## src/rtl/trng_req_ctrl_pkg.sv

```systemverilog
// rtl/trng_req_ctrl_pkg.sv - shared types and constants for the TRNG request controller
package trng_pkg;

  localparam int WORD_W = 32;

  typedef enum logic [1:0] {
    ST_IDLE   = 2'd0,
    ST_WARMUP = 2'd1,
    ST_RUN    = 2'd2,
    ST_FAULT  = 2'd3
  } state_e;

endpackage

```

## src/rtl/trng_req_ctrl_if.sv

```systemverilog
// rtl/trng_req_ctrl_if.sv - TRNG datapath and requester handshake bundle
interface trng_req_ctrl_if import trng_pkg::*; ();

  logic              trng_enable;
  logic              trng_enable_von;
  logic [WORD_W-1:0] trng_data;
  logic              trng_valid;
  logic [1:0]        req;
  logic [1:0]        resp_valid;
  logic [WORD_W-1:0] resp_data;

  modport master (
    output trng_enable, trng_enable_von, resp_valid, resp_data,
    input  trng_data, trng_valid, req
  );

  modport slave (
    input  trng_enable, trng_enable_von, resp_valid, resp_data,
    output trng_data, trng_valid, req
  );

endinterface

```

## src/rtl/trng_req_ctrl_word_fifo.sv

```systemverilog
// rtl/trng_req_ctrl_word_fifo.sv - DEPTH x 32 synchronous word FIFO with flush
module trng_word_fifo import trng_pkg::*; #(
  parameter int DEPTH = 4
) (
  input  logic                     clk,
  input  logic                     rst_n,
  input  logic                     push,
  input  logic                     pop,
  input  logic                     flush,
  input  logic [WORD_W-1:0]        wdata,
  output logic [WORD_W-1:0]        rdata,
  output logic [$clog2(DEPTH):0]   level,
  output logic                     full,
  output logic                     empty
);

  localparam int AW = $clog2(DEPTH);
  localparam int LW = AW + 1;

  logic [WORD_W-1:0] mem_q [DEPTH];
  logic [AW-1:0]     wr_q, wr_d, rd_q, rd_d;
  logic [LW-1:0]     lvl_q, lvl_d;
  logic              do_push, do_pop;

  always_comb begin
    do_push = push && !full && !flush;
    do_pop  = pop && !empty && !flush;
    wr_d    = wr_q;
    rd_d    = rd_q;
    lvl_d   = lvl_q;
    if (flush) begin
      wr_d  = '0;
      rd_d  = '0;
      lvl_d = '0;
    end else begin
      if (do_push) wr_d = wr_q + AW'(1);
      if (do_pop)  rd_d = rd_q + AW'(1);
      if (do_push && !do_pop)      lvl_d = lvl_q + LW'(1);
      else if (do_pop && !do_push) lvl_d = lvl_q - LW'(1);
    end
  end

  always_ff @(posedge clk or negedge rst_n) begin
    if (!rst_n) begin
      wr_q  <= '0;
      rd_q  <= '0;
      lvl_q <= '0;
    end else begin
      wr_q  <= wr_d;
      rd_q  <= rd_d;
      lvl_q <= lvl_d;
    end
  end

  // Storage carries no reset; the pointers alone define which entries are valid.
  always_ff @(posedge clk) begin
    if (do_push) mem_q[wr_q] <= wdata;
  end

  assign rdata = mem_q[rd_q];
  assign level = lvl_q;
  assign full  = (lvl_q == LW'(DEPTH));
  assign empty = (lvl_q == '0);

endmodule

```

## src/rtl/trng_req_ctrl.sv

```systemverilog
// rtl/trng_req_ctrl.sv - TRNG sequencer with warm-up discard, repetition health test and
// round-robin word service to two requesters
module trng_req_ctrl import trng_pkg::*; #(
  parameter int DEPTH        = 4,
  parameter int WARMUP_WORDS = 8,
  parameter int REP_LIMIT    = 3
) (
  input  logic                   clk,
  input  logic                   rst,
  input  logic                   start,
  input  logic                   von_cfg,
  input  logic                   clear_fault,
  trng_req_ctrl_if.master        bus,
  output logic                   fault,
  output logic [1:0]             state,
  output logic [$clog2(DEPTH):0] level
);

  localparam int LW = $clog2(DEPTH) + 1;
  localparam int WW = $clog2(WARMUP_WORDS + 1);
  localparam int RW = $clog2(REP_LIMIT + 1);
  localparam logic [WW-1:0] WARM_LAST = WW'(WARMUP_WORDS - 1);
  localparam logic [RW-1:0] REP_MAX   = RW'(REP_LIMIT);

  state_e            state_q, state_d;
  logic [WW-1:0]     warm_q, warm_d;
  logic [RW-1:0]     rep_q, rep_d, rep_next;
  logic [WORD_W-1:0] prev_q, prev_d;
  logic              rr_q, rr_d;
  logic [1:0]        resp_valid_q, resp_valid_d;
  logic [WORD_W-1:0] resp_data_q, resp_data_d;
  logic              en_q, en_d;
  logic              von_q, von_d;

  logic              accept, health_fail, warm_done, fills;
  logic [1:0]        elig;
  logic              grant_any, grant_idx;
  logic              push, pop;
  logic [WORD_W-1:0] head;
  logic [LW-1:0]     fifo_level;
  logic              fifo_full, fifo_empty;

  trng_word_fifo #(.DEPTH(DEPTH)) u_fifo (
    .clk   (clk),
    .rst_n (rst),
    .push  (push),
    .pop   (pop),
    .flush (health_fail),
    .wdata (bus.trng_data),
    .rdata (head),
    .level (fifo_level),
    .full  (fifo_full),
    .empty (fifo_empty)
  );

  // Health test, arbitration and FIFO control derived from current state.
  always_comb begin
    accept      = bus.trng_valid && (state_q == ST_WARMUP || state_q == ST_RUN);
    rep_next    = (bus.trng_data == prev_q) ? rep_q + RW'(1) : RW'(1);
    health_fail = accept && (rep_next >= REP_MAX);
    warm_done   = accept && (state_q == ST_WARMUP) && (warm_q == WARM_LAST);
    elig        = bus.req & ~resp_valid_q;
    grant_any   = !fifo_empty && (state_q != ST_FAULT) && !health_fail && (elig != 2'b00);
    grant_idx   = rr_q ? elig[1] : !elig[0];
    pop         = grant_any;
    push        = accept && (state_q == ST_RUN) && !health_fail;
    fills       = push && !pop && (fifo_level == LW'(DEPTH - 1));
  end

  always_ff @(posedge clk or negedge rst) begin
    if (!rst) begin
      state_q      <= ST_IDLE;
      warm_q       <= '0;
      rep_q        <= '0;
      prev_q       <= '0;
      rr_q         <= 1'b0;
      resp_valid_q <= 2'b00;
      resp_data_q  <= '0;
      en_q         <= 1'b0;
      von_q        <= 1'b0;
    end else begin
      state_q      <= state_d;
      warm_q       <= warm_d;
      rep_q        <= rep_d;
      prev_q       <= prev_d;
      rr_q         <= rr_d;
      resp_valid_q <= resp_valid_d;
      resp_data_q  <= resp_data_d;
      en_q         <= en_d;
      von_q        <= von_d;
    end
  end

  always_comb begin
    state_d = state_q;
    unique case (state_q)
      ST_IDLE:   if (start && !fifo_full) state_d = ST_WARMUP;
      ST_WARMUP: if (!start) state_d = ST_IDLE;
                 else if (warm_done) state_d = ST_RUN;
      ST_RUN:    if (!start || fills) state_d = ST_IDLE;
      ST_FAULT:  if (clear_fault) state_d = ST_IDLE;
      default:   state_d = ST_IDLE;
    endcase
    if (health_fail) state_d = ST_FAULT;
  end

  always_comb begin
    en_d   = (state_d == ST_WARMUP) || (state_d == ST_RUN);
    von_d  = (state_q == ST_IDLE) ? von_cfg : von_q;
    warm_d = '0;
    if (state_q == ST_WARMUP && state_d == ST_WARMUP)
      warm_d = accept ? warm_q + WW'(1) : warm_q;
    prev_d = accept ? bus.trng_data : prev_q;
    rep_d  = rep_q;
    if (accept) rep_d = health_fail ? '0 : rep_next;
    resp_valid_d = 2'b00;
    resp_data_d  = resp_data_q;
    rr_d         = rr_q;
    if (grant_any) begin
      resp_valid_d = grant_idx ? 2'b10 : 2'b01;
      resp_data_d  = head;
      rr_d         = !grant_idx;
    end
  end

  assign bus.trng_enable     = en_q;
  assign bus.trng_enable_von = von_q;
  assign bus.resp_valid      = resp_valid_q;
  assign bus.resp_data       = resp_data_q;
  assign fault               = (state_q == ST_FAULT);
  assign state               = state_q;
  assign level               = fifo_level;

endmodule
```

## src/flat_wrapper.sv

```systemverilog
// flat-port wrapper written by rule: the top's interface ports become plain ports
module trng_req_ctrl_flat import trng_pkg::*;
#(
  parameter int DEPTH        = 4,
  parameter int WARMUP_WORDS = 8,
  parameter int REP_LIMIT    = 3
)
  (clk, rst, start, von_cfg, clear_fault, fault, state, level, bus_trng_enable, bus_trng_enable_von, bus_resp_valid, bus_resp_data, bus_trng_data, bus_trng_valid, bus_req);
  trng_req_ctrl_if bus_i ();
  input  logic clk;
  input  logic rst;
  input  logic start;
  input  logic von_cfg;
  input  logic clear_fault;
  output logic fault;
  output logic [1:0] state;
  output logic [$clog2(DEPTH):0] level;
  output wire logic [$bits(bus_i.trng_enable)-1:0] bus_trng_enable;
  output wire logic [$bits(bus_i.trng_enable_von)-1:0] bus_trng_enable_von;
  output wire logic [$bits(bus_i.resp_valid)-1:0] bus_resp_valid;
  output wire logic [$bits(bus_i.resp_data)-1:0] bus_resp_data;
  input wire logic [$bits(bus_i.trng_data)-1:0] bus_trng_data;
  input wire logic [$bits(bus_i.trng_valid)-1:0] bus_trng_valid;
  input wire logic [$bits(bus_i.req)-1:0] bus_req;
  assign bus_trng_enable = bus_i.trng_enable;
  assign bus_trng_enable_von = bus_i.trng_enable_von;
  assign bus_resp_valid = bus_i.resp_valid;
  assign bus_resp_data = bus_i.resp_data;
  assign bus_i.trng_data = bus_trng_data;
  assign bus_i.trng_valid = bus_trng_valid;
  assign bus_i.req = bus_req;
  trng_req_ctrl #(.DEPTH(DEPTH), .WARMUP_WORDS(WARMUP_WORDS), .REP_LIMIT(REP_LIMIT)) u_core (.clk(clk), .rst(rst), .start(start), .von_cfg(von_cfg), .clear_fault(clear_fault), .bus(bus_i), .fault(fault), .state(state), .level(level));
endmodule
```

## config.mk

```make
export PLATFORM = sky130hd
export DESIGN_NAME = trng_req_ctrl_flat
export DESIGN_NICKNAME = d
export VERILOG_FILES = /design/src/rtl/trng_req_ctrl_pkg.sv /design/src/rtl/trng_req_ctrl_if.sv /design/src/rtl/trng_req_ctrl_word_fifo.sv /design/src/rtl/trng_req_ctrl.sv /design/src/flat_wrapper.sv
export SDC_FILE = /design/constraint.sdc
export NUM_CORES = 1
export LEC_CHECK = 0
export BUFFER_PORTS_ARGS = -buffer_cell sky130_fd_sc_hd__buf_4
export CORE_MARGIN = 5
export CORE_UTILIZATION = 60
export DETAILED_ROUTE_END_ITERATION = 8
export PLACE_DENSITY = 0.84
export SYNTH_ARGS = -nofsm -noshare
export SYNTH_HDL_FRONTEND = slang
export SYNTH_HIERARCHICAL = 1
export SYNTH_SLANG_ARGS = --single-unit
```

## constraint.sdc

```tcl
create_clock -name clk -period 7.5 [get_ports clk]
set_clock_uncertainty 0.15 [all_clocks]
set_input_delay 1.5 -clock clk [delete_from_list [all_inputs] [get_ports clk]]
set_output_delay 1.5 -clock clk [all_outputs]
set_load 0.1 [all_outputs]
```

Yosys cells after proc, flatten, opt, wreduce, memory -nomap -nowiden
Memory sizes are Yosys's and may differ from the RTL's. A register that Yosys moved wholly into a read port is not among the register bits.
Index checks and enable logic that the tools add are counted.
- word-level logic and storage cells: 93
- memory bits (writable): 128
- input bits: 40
- memories kept: 1
- bits in registers: 52
- memory list (name ; words ; width ; rd ports ; clocked after memory_dff ; write ports ; RTL line ; RTL):
    u_core.u_fifo.mem_q ; 4 ; 32 ; 1 ; 1 ; 1 ; trng_req_ctrl_word_fifo.sv:20 ; logic [WORD_W-1:0] mem_q [DEPTH];
- eq/ne operators: 11
- $lt $le $gt $ge: 1
- reduce and logical (&&, ||, !) cells: 38
- add/sub/neg operators: 6
- muxes and demuxes: 23
- bitwise gates (word level): 2
- operators with widths (operator ; number):
    $eq 32x32->1 ; 1
    $mux 2 ; 14
    $logic_and 1x1->1 ; 19
    $logic_not 1->1 ; 10
    $mux 3 ; 3
    $mux 4 ; 2
    $pmux 2 s4 ; 1
    $add 2x1->2 const B ; 3
    $eq 2x2->1 const B ; 3
    $reduce_bool 2->1 ; 3
    $add 4x1->4 const B ; 1
    $eq 2x1->1 const B ; 2
    $eq 4x3->1 const B ; 1
    $add 3x1->3 const B ; 1
    $eq 3x2->1 const B ; 1
    $eq 3x3->1 const B ; 1
    $logic_not 3->1 ; 1
    $logic_or 1x1->1 ; 3
    $mux 1 ; 3
    $reduce_bool 3->1 ; 1
    $sub 3x1->3 const B ; 1
    $and 2x2->2 ; 1
    $ge 2x2->1 const B ; 1
    $logic_not 2->1 ; 1
    3 further kinds ; 3

Depth between registers and ports, before layout
- word-level depth: 17
- depth in mapped cells: 16
- gate-level depth less buffers: 14

Modules after synthesis
The synthesis kept the hierarchy.
- modules (own cells, without submodules) (module ; area each (um^2) ; cells an instance ; times used):
    trng_word_fifo ; 5142.4 ; 217 ; 1
    trng_req_ctrl ; 3628.5 ; 328 ; 1

Worst setup path before layout
OpenSTA, ideal clock, no wires.
- path type: register to register
- start: reg u_core.state_q[0], in the netlist u_core/state[0]
- end: reg u_core.u_fifo.lvl_q[2], in the netlist u_core/u_fifo/level[2]
- period minus slack after synthesis: 4.199 ns
- setup slack: 3.301 ns
- buffers on the path: 2
- arrival: 3.971 ns
- cell stages (with the launch flop): 17
- required time: 7.272 ns
- cell sequence: dfrtp_1 inv_1 ha_1 and2_1 o2111ai_1 nor4_2 nand4_2 and2_4 buf_6 buf_6 o31ai_1 or2_2 ha_1 fa_1 xnor2_1 or3_1 a21oi_1
- word-level cells in the longest chain between the ends: 13
- elaborated cells between the ends (all ways): 23
- those cells by class: eq/ne: 3; mux: 2; reduce/logical: 18
- ends and longest elaborated chain (item ; RTL line ; RTL):
    start: declaration ; trng_req_ctrl.sv:25 ; state_e state_q, state_d;
    start signal: assignment ; trng_req_ctrl.sv:82 ; state_q <= state_d;
    $eq 2x1->1 or $eq 2x2->1 (tied branches) ; trng_req_ctrl.sv:58 ; accept = bus.trng_valid && (state_q == ST_WARMUP || state_q == ST_RUN);
    $logic_or 1x1->1 ; trng_req_ctrl.sv:58 ;
    $logic_and 1x1->1 ; trng_req_ctrl.sv:58 ;
    $logic_and 1x1->1 ; trng_req_ctrl.sv:60 ; health_fail = accept && (rep_next >= REP_MAX);
    $logic_not 1->1 ; trng_req_ctrl.sv:63 ; grant_any = !fifo_empty && (state_q != ST_FAULT) && !health_fail && (elig != 2'b00);
    $logic_and 1x1->1 * (2 in a row) ; trng_req_ctrl.sv:63 ;
    via u_core.grant_any ; trng_req_ctrl.sv:37 ; logic grant_any, grant_idx;
    $logic_and 1x1->1 * (2 in a row) ; trng_req_ctrl_word_fifo.sv:27 ; do_pop = pop && !empty && !flush;
    $logic_not 1->1 ; trng_req_ctrl_word_fifo.sv:38 ; if (do_push && !do_pop) lvl_d = lvl_q + LW'(1);
    $logic_and 1x1->1 ; trng_req_ctrl_word_fifo.sv:38 ;
    $mux 3 ; trng_req_ctrl_word_fifo.sv:38 ;
    $mux 3 ; trng_req_ctrl_word_fifo.sv:31 ; if (flush) begin
    end signal: assignment ; trng_req_ctrl_word_fifo.sv:51 ; lvl_q <= lvl_d;
    end: declaration ; trng_req_ctrl_word_fifo.sv:22 ; logic [LW-1:0] lvl_q, lvl_d;
Mark *: on every way through the listed nets, which the timed path passes. The rest lies on a longest branch.
A chain may end at the register's enable or synchronous reset.

Worst setup path in the final report
- start: in bus_trng_data[23]
- end: reg u_core.u_fifo.lvl_q[2], in the netlist u_core/u_fifo/level[2]
- word-level cells in the longest chain between the ends: 13
- elaborated cells between the ends (all ways): 19
- those cells by class: order compare: 1; eq/ne: 1; mux: 3; reduce/logical: 14
- ends and longest elaborated chain (item ; RTL line ; RTL):
    start: declaration ; flat_wrapper.sv:22 ; input wire logic [$bits(bus_i.trng_data)-1:0] bus_trng_data;
    $eq 32x32->1 * ; trng_req_ctrl.sv:59 ; rep_next = (bus.trng_data == prev_q) ? rep_q + RW'(1) : RW'(1);
    $mux 2 * ; trng_req_ctrl.sv:59 ;
    $ge 2x2->1 * ; trng_req_ctrl.sv:60 ;
    $logic_and 1x1->1 * ; trng_req_ctrl.sv:60 ;
    via u_core.health_fail ; trng_req_ctrl.sv:35 ; logic accept, health_fail, warm_done, fills;
    $logic_not 1->1 ; n/a ;
    $logic_and 1x1->1 (2 in a row) ; trng_req_ctrl.sv:63 ;
    $logic_and 1x1->1 (2 in a row) ; trng_req_ctrl_word_fifo.sv:27 ;
    $logic_not 1->1 ; trng_req_ctrl_word_fifo.sv:38 ;
    $logic_and 1x1->1 ; trng_req_ctrl_word_fifo.sv:38 ;
    $mux 3 ; trng_req_ctrl_word_fifo.sv:38 ;
    $mux 3 ; trng_req_ctrl_word_fifo.sv:31 ;
Marked as above.

==> reports/results.tsv <==
stage	metric	value	unit
status	status	completed	
yosys	Syn Inst Count	545	
worst_setup_path	r2r worst-path depth	14	
worst_setup_path	Crit path max-delay family	simple AND/OR/NAND/NOR gates	
power_and_ir_drop	Sw Ratio	26.3	%
yosys	post-synthesis sequential area ratio	67.8	%
timing	Worst slew margin	33.1	%
power_and_ir_drop	sequential share of power	47.3	%
timing	Final Setup Violations	0	
timing	final hold violation count	0	
yosys	synthesized area	8770	µm²
worst_setup_path	critical path launch point type	primary input	
yosys	Synth area leaders	edfxtp_1 44%, dfrtp_1 24%, mux4_2 7.2%	
die	Ports	82	
die	DIE AREA	17100	µm²
min_path	worst hold start	u_core/bus.resp_data[4]$_DFFE_PN0P_	
detailed_routing	vias per cell	5.84	
die	die width	131	µm
timing	minimum clock period	4.63	ns
clock_tree	setup bufs post-CTS	0	
job	Max-cap violations	0	
power_and_ir_drop	Clock Power Share	38.3	%
grt	largest net degree at the start of global routing	63	
layout	n_diodes	0	
min_path	worst hold endpoint	u_core/bus.resp_data[4]$_DFFE_PN0P_	
detailed_routing	vias	4897	
clock_tree	number of buffers created by CTS	22	
clock_tree	clock slew at reported path FFs	0.06	ns
grt	vias in the first global route	5242	
worst_setup_path	worst reg2reg path endpoint	u_core/u_fifo/level[2]$_DFFE_PN0P_	
yosys	xor and xnor area share after synthesis	3.79	%
yosys	Yosys top cell by area	edfxtp_1	
power_and_ir_drop	sw power	783	µW
yosys	compound-cell area share of the yosys netlist	1.74	%
clock_tree	clk sinks	212	
power_and_ir_drop	Comb pwr share	14.4	%
clock_tree	CTS Buffer Depth	3	
yosys	Post-Syn Nets	598	
worst_setup_path	critical path class	primary input to flip-flop	
timing	unrepaired setup endpoints after global routing	no	
worst_setup_path	FF-to-FF setup slack	3.37	ns
worst_setup_path	CP max stage cell	nor3_1	
timing	Fmax achieved	216	MHz
die	Core Area	14400	µm²
yosys	YS warnings	6	
min_path	Hold Path Depth	1	
yosys	adder-cell share of the synthesized area	1.94	%
place	IO buf count	81	
die	die height	131	µm
min_path	Hold/Removal Path Class	flip-flop to flip-flop	
power_and_ir_drop	Internal Power	2190	µW
place	Placer Congestion	0.873	
layout	Syn-to-layout area delta	17.1	%
die	Starting Density	60.8	%
clock_tree	root buffer cell	clkbuf_16	
timing	Worst Tran Pin Value	0.996	ns
yosys	main flop type after synthesis	edfxtp_1	
worst_setup_path	required time of the critical path	7.77	ns
grt	initial antenna violation count	0	
detailed_routing	# DRC	0	
worst_setup_path	crit path from	bus_trng_data[23]	
worst_setup_path	Max stage delay on crit path	0.82	ns
detailed_routing	drt pass-1 iters	5	
yosys	mux contribution to synthesized area	13.9	%
clock_tree	CTS tree	yes	
detailed_routing	antenna-violating nets left	0	
layout	nets@finish	691	
worst_setup_path	Top cell by count, worst path	xnor2_1	
yosys	largest family of logic cells by synthesized area	multiplexers	
yosys	post-synth top area share	43.8	%
worst_setup_path	cells along the critical path	buf_4 -> xnor2_1 -> nand4_1 -> nor4_1 -> nand3_1 -> nor3_1 -> nor3_2 -> ha_1 -> fa_1 -> xnor2_1 -> or3_1 -> a21oi_1	
yosys	Synth cell types	48	
power_and_ir_drop	Leak	0.00414	µW
detailed_routing	routed wire length	17900	µm
detailed_routing	DRT iter0 DRCs	414	
yosys	Post-synth EDFFs	128	
timing	fin. max-slew vios	0	
clock_tree	H-tree Lvls	1	
worst_setup_path	critical path buffer and inverter count	1	
yosys	Syn Area/Cell	16.1	µm²
yosys	#FFs+latches synth	212	
timing	worst hold slack	0.342	ns
worst_setup_path	CP Max Fanout	10	
timing	Final period util	61.8	%
detailed_routing	DR WL/cell	21.4	µm
yosys	Post-Synth Simple-Gate Area	8.53	%
clock_tree	insertion delay to the later sink of the worst-skew pair	0.50	ns
place	post-detail-place hpwl	11100	µm
power_and_ir_drop	Power Dens Cells	290	nW/µm²
worst_setup_path	Worst setup EP type	flip-flop	
grt	first-pass GRT wire length	28500	µm
layout	share of cells above drive strength 1	28.4	%
clock_tree	post_cts resized	0	
grt	All-Layer GR Usage	21.8	%
clock_tree	hold buffer count at cts	0	
worst_setup_path	worst r2r src	u_core/state[0]$_DFF_PN0_	
worst_setup_path	CP arrival	4.91	ns
yosys	Async SR Flop Fraction	39.6	%
die	cell row count	44	
power_and_ir_drop	peak supply drop	0.278	mV
grt	GRT overflow	0	
timing	final setup TNS	0	ns
-- flip-flops by register name, summed over array words and instances (netlist names), 3 cells and up --
name                  cells
u_core/bus.resp_data     32
u_core/prev_q            32
u_core/u_fifo/level       3
u_core/u_fifo/mem_q     128
u_core/warm_q             4
-- cell usage after synthesis, types with 2 or more instances --
cell type    n
buf_2        3
mux2_1       5
buf_12       3
inv_1       10
xnor2_1     33
edfxtp_1   128
nand4_1      9
nor2b_1      3
mux2_4      27
buf_1        2
a21oi_1      5
o21ai_0      4
and3_1       2
nor3_1       2
mux4_2      28
clkbuf_1     7
ha_1        12
nand2_1    105
a21o_1       2
o21a_1       3
nor2_1      15
nand3_1      4
or3_1        2
o31ai_1      2
buf_6        5
nor4_1       2
xor2_1       5
a31oi_1      2
mux4_1       4
and2_1       6
dfrtp_1     84
nand2b_1     4
nor4_2       2
-- worst register-to-register path, stage by stage (launching register included) --
cell	delay, ns
dfrtp_1	0.43
inv_1	0.12
ha_1	0.31
and2_1	0.22
o2111ai_1	0.14
nor4_2	0.10
nand4_2	0.18
and2_4	0.61
o31ai_1	0.23
or2_2	0.33
ha_1	0.23
fa_1	0.40
xnor2_1	0.14
or3_1	0.30
a21oi_1	0.16
-- routing by layer --
layer | vias up | wire length [µm] | GRT usage (%)
met5 | - | 0 | 0
met4 | 0 | 279 | 5.26
met3 | 24 | 931 | 3.90
met2 | 166 | 9410 | 37.9
met1 | 2535 | 7330 | 28.8
li1 | 2172 | - | -
-- layout make-up --
| cell class | instances | area (µm²) |
|---|---|---|
| clock buffer | 29 | 608 |
| clock inverter | 11 | 155 |
| fill | 883 | 4150 |
| inverter | 10 | 37.5 |
| multi-input combinational | 303 | 2620 |
| sequential | 212 | 5950 |
| tap | 184 | 230 |
| timing repair buffer | 89 | 668 |
-- worst max-delay path by stage --
stage	cells after the start	slack, ns	to
after floorplan	16	3.30	u_core/u_fifo/level[2]$_DFFE_PN0P_
after global placement	12	2.65	u_core/u_fifo/level[2]$_DFFE_PN0P_
after detailed placement	12	2.46	u_core/u_fifo/level[2]$_DFFE_PN0P_
after CTS	12	2.88	u_core/u_fifo/level[2]$_DFFE_PN0P_
after global routing	12	2.48	u_core/u_fifo/level[2]$_DFFE_PN0P_
final	12	2.87	u_core/u_fifo/level[2]$_DFFE_PN0P_
-- cell usage in the layout, fill, tap and decap left out, types with 2 or more instances in the layout --
cell type	n
edfxtp_1	128
nand2_1	105
buf_4	89
dfrtp_1	82
xnor2_1	33
mux4_2	28
mux2_4	27
clkbuf_16	23
nor2_1	15
ha_1	12
inv_1	10
nand4_1	9
and2_1	6
clkbuf_1	5
a21oi_1	5
xor2_1	5
mux2_1	5
bufinv_16	4
nand3_1	4
nand2b_1	4
o21ai_0	4
mux4_1	4
clkinv_1	3
clkinv_2	3
nor2b_1	3
o21a_1	3
nor4_1	2
nor3_1	2
nor4_2	2
and3_1	2
a21o_1	2
o31ai_1	2
a31oi_1	2
or3_1	2
dfrtp_2	2
-- cell families after synthesis --
kind of cell | Yosys count
flip-flops | 212
AND/OR/NAND/NOR | 163
adder cells (fa/ha/maj) | 13
XOR/XNOR | 38
AO/OA/AOI/OAI | 23
multiplexers | 66
buffers and inverters | 30
-- power groups by stage --
stage	Combinational (µW)	Clock, µW	Sequential [µW]
after floorplan	233	0	1470
after global placement	396	0	1410
after detailed placement	414	0	1420
after CTS	426	1160	1400
after global routing	463	1210	1410
final	428	1140	1410
-- metrics by stage --
stage | setup WS, ns | area, µm² | instances | util (%) | power (µW)
6_report | 2.87 | 10300 | 838 | 71.2 | 2980
5_1_grt | 2.48 | 10300 | 838 | 71.2 | 3080
4_1_cts | 2.88 | 10300 | 838 | 71.2 | 2990
3_5_place_dp | 2.46 | 9510 | 798 | 65.9 | 1840
3_3_place_gp | 2.65 | 9510 | 798 | 65.9 | 1810
2_1_floorplan | 3.30 | 8770 | 545 | - | 1700
Power figures use the tool's default switching activity.
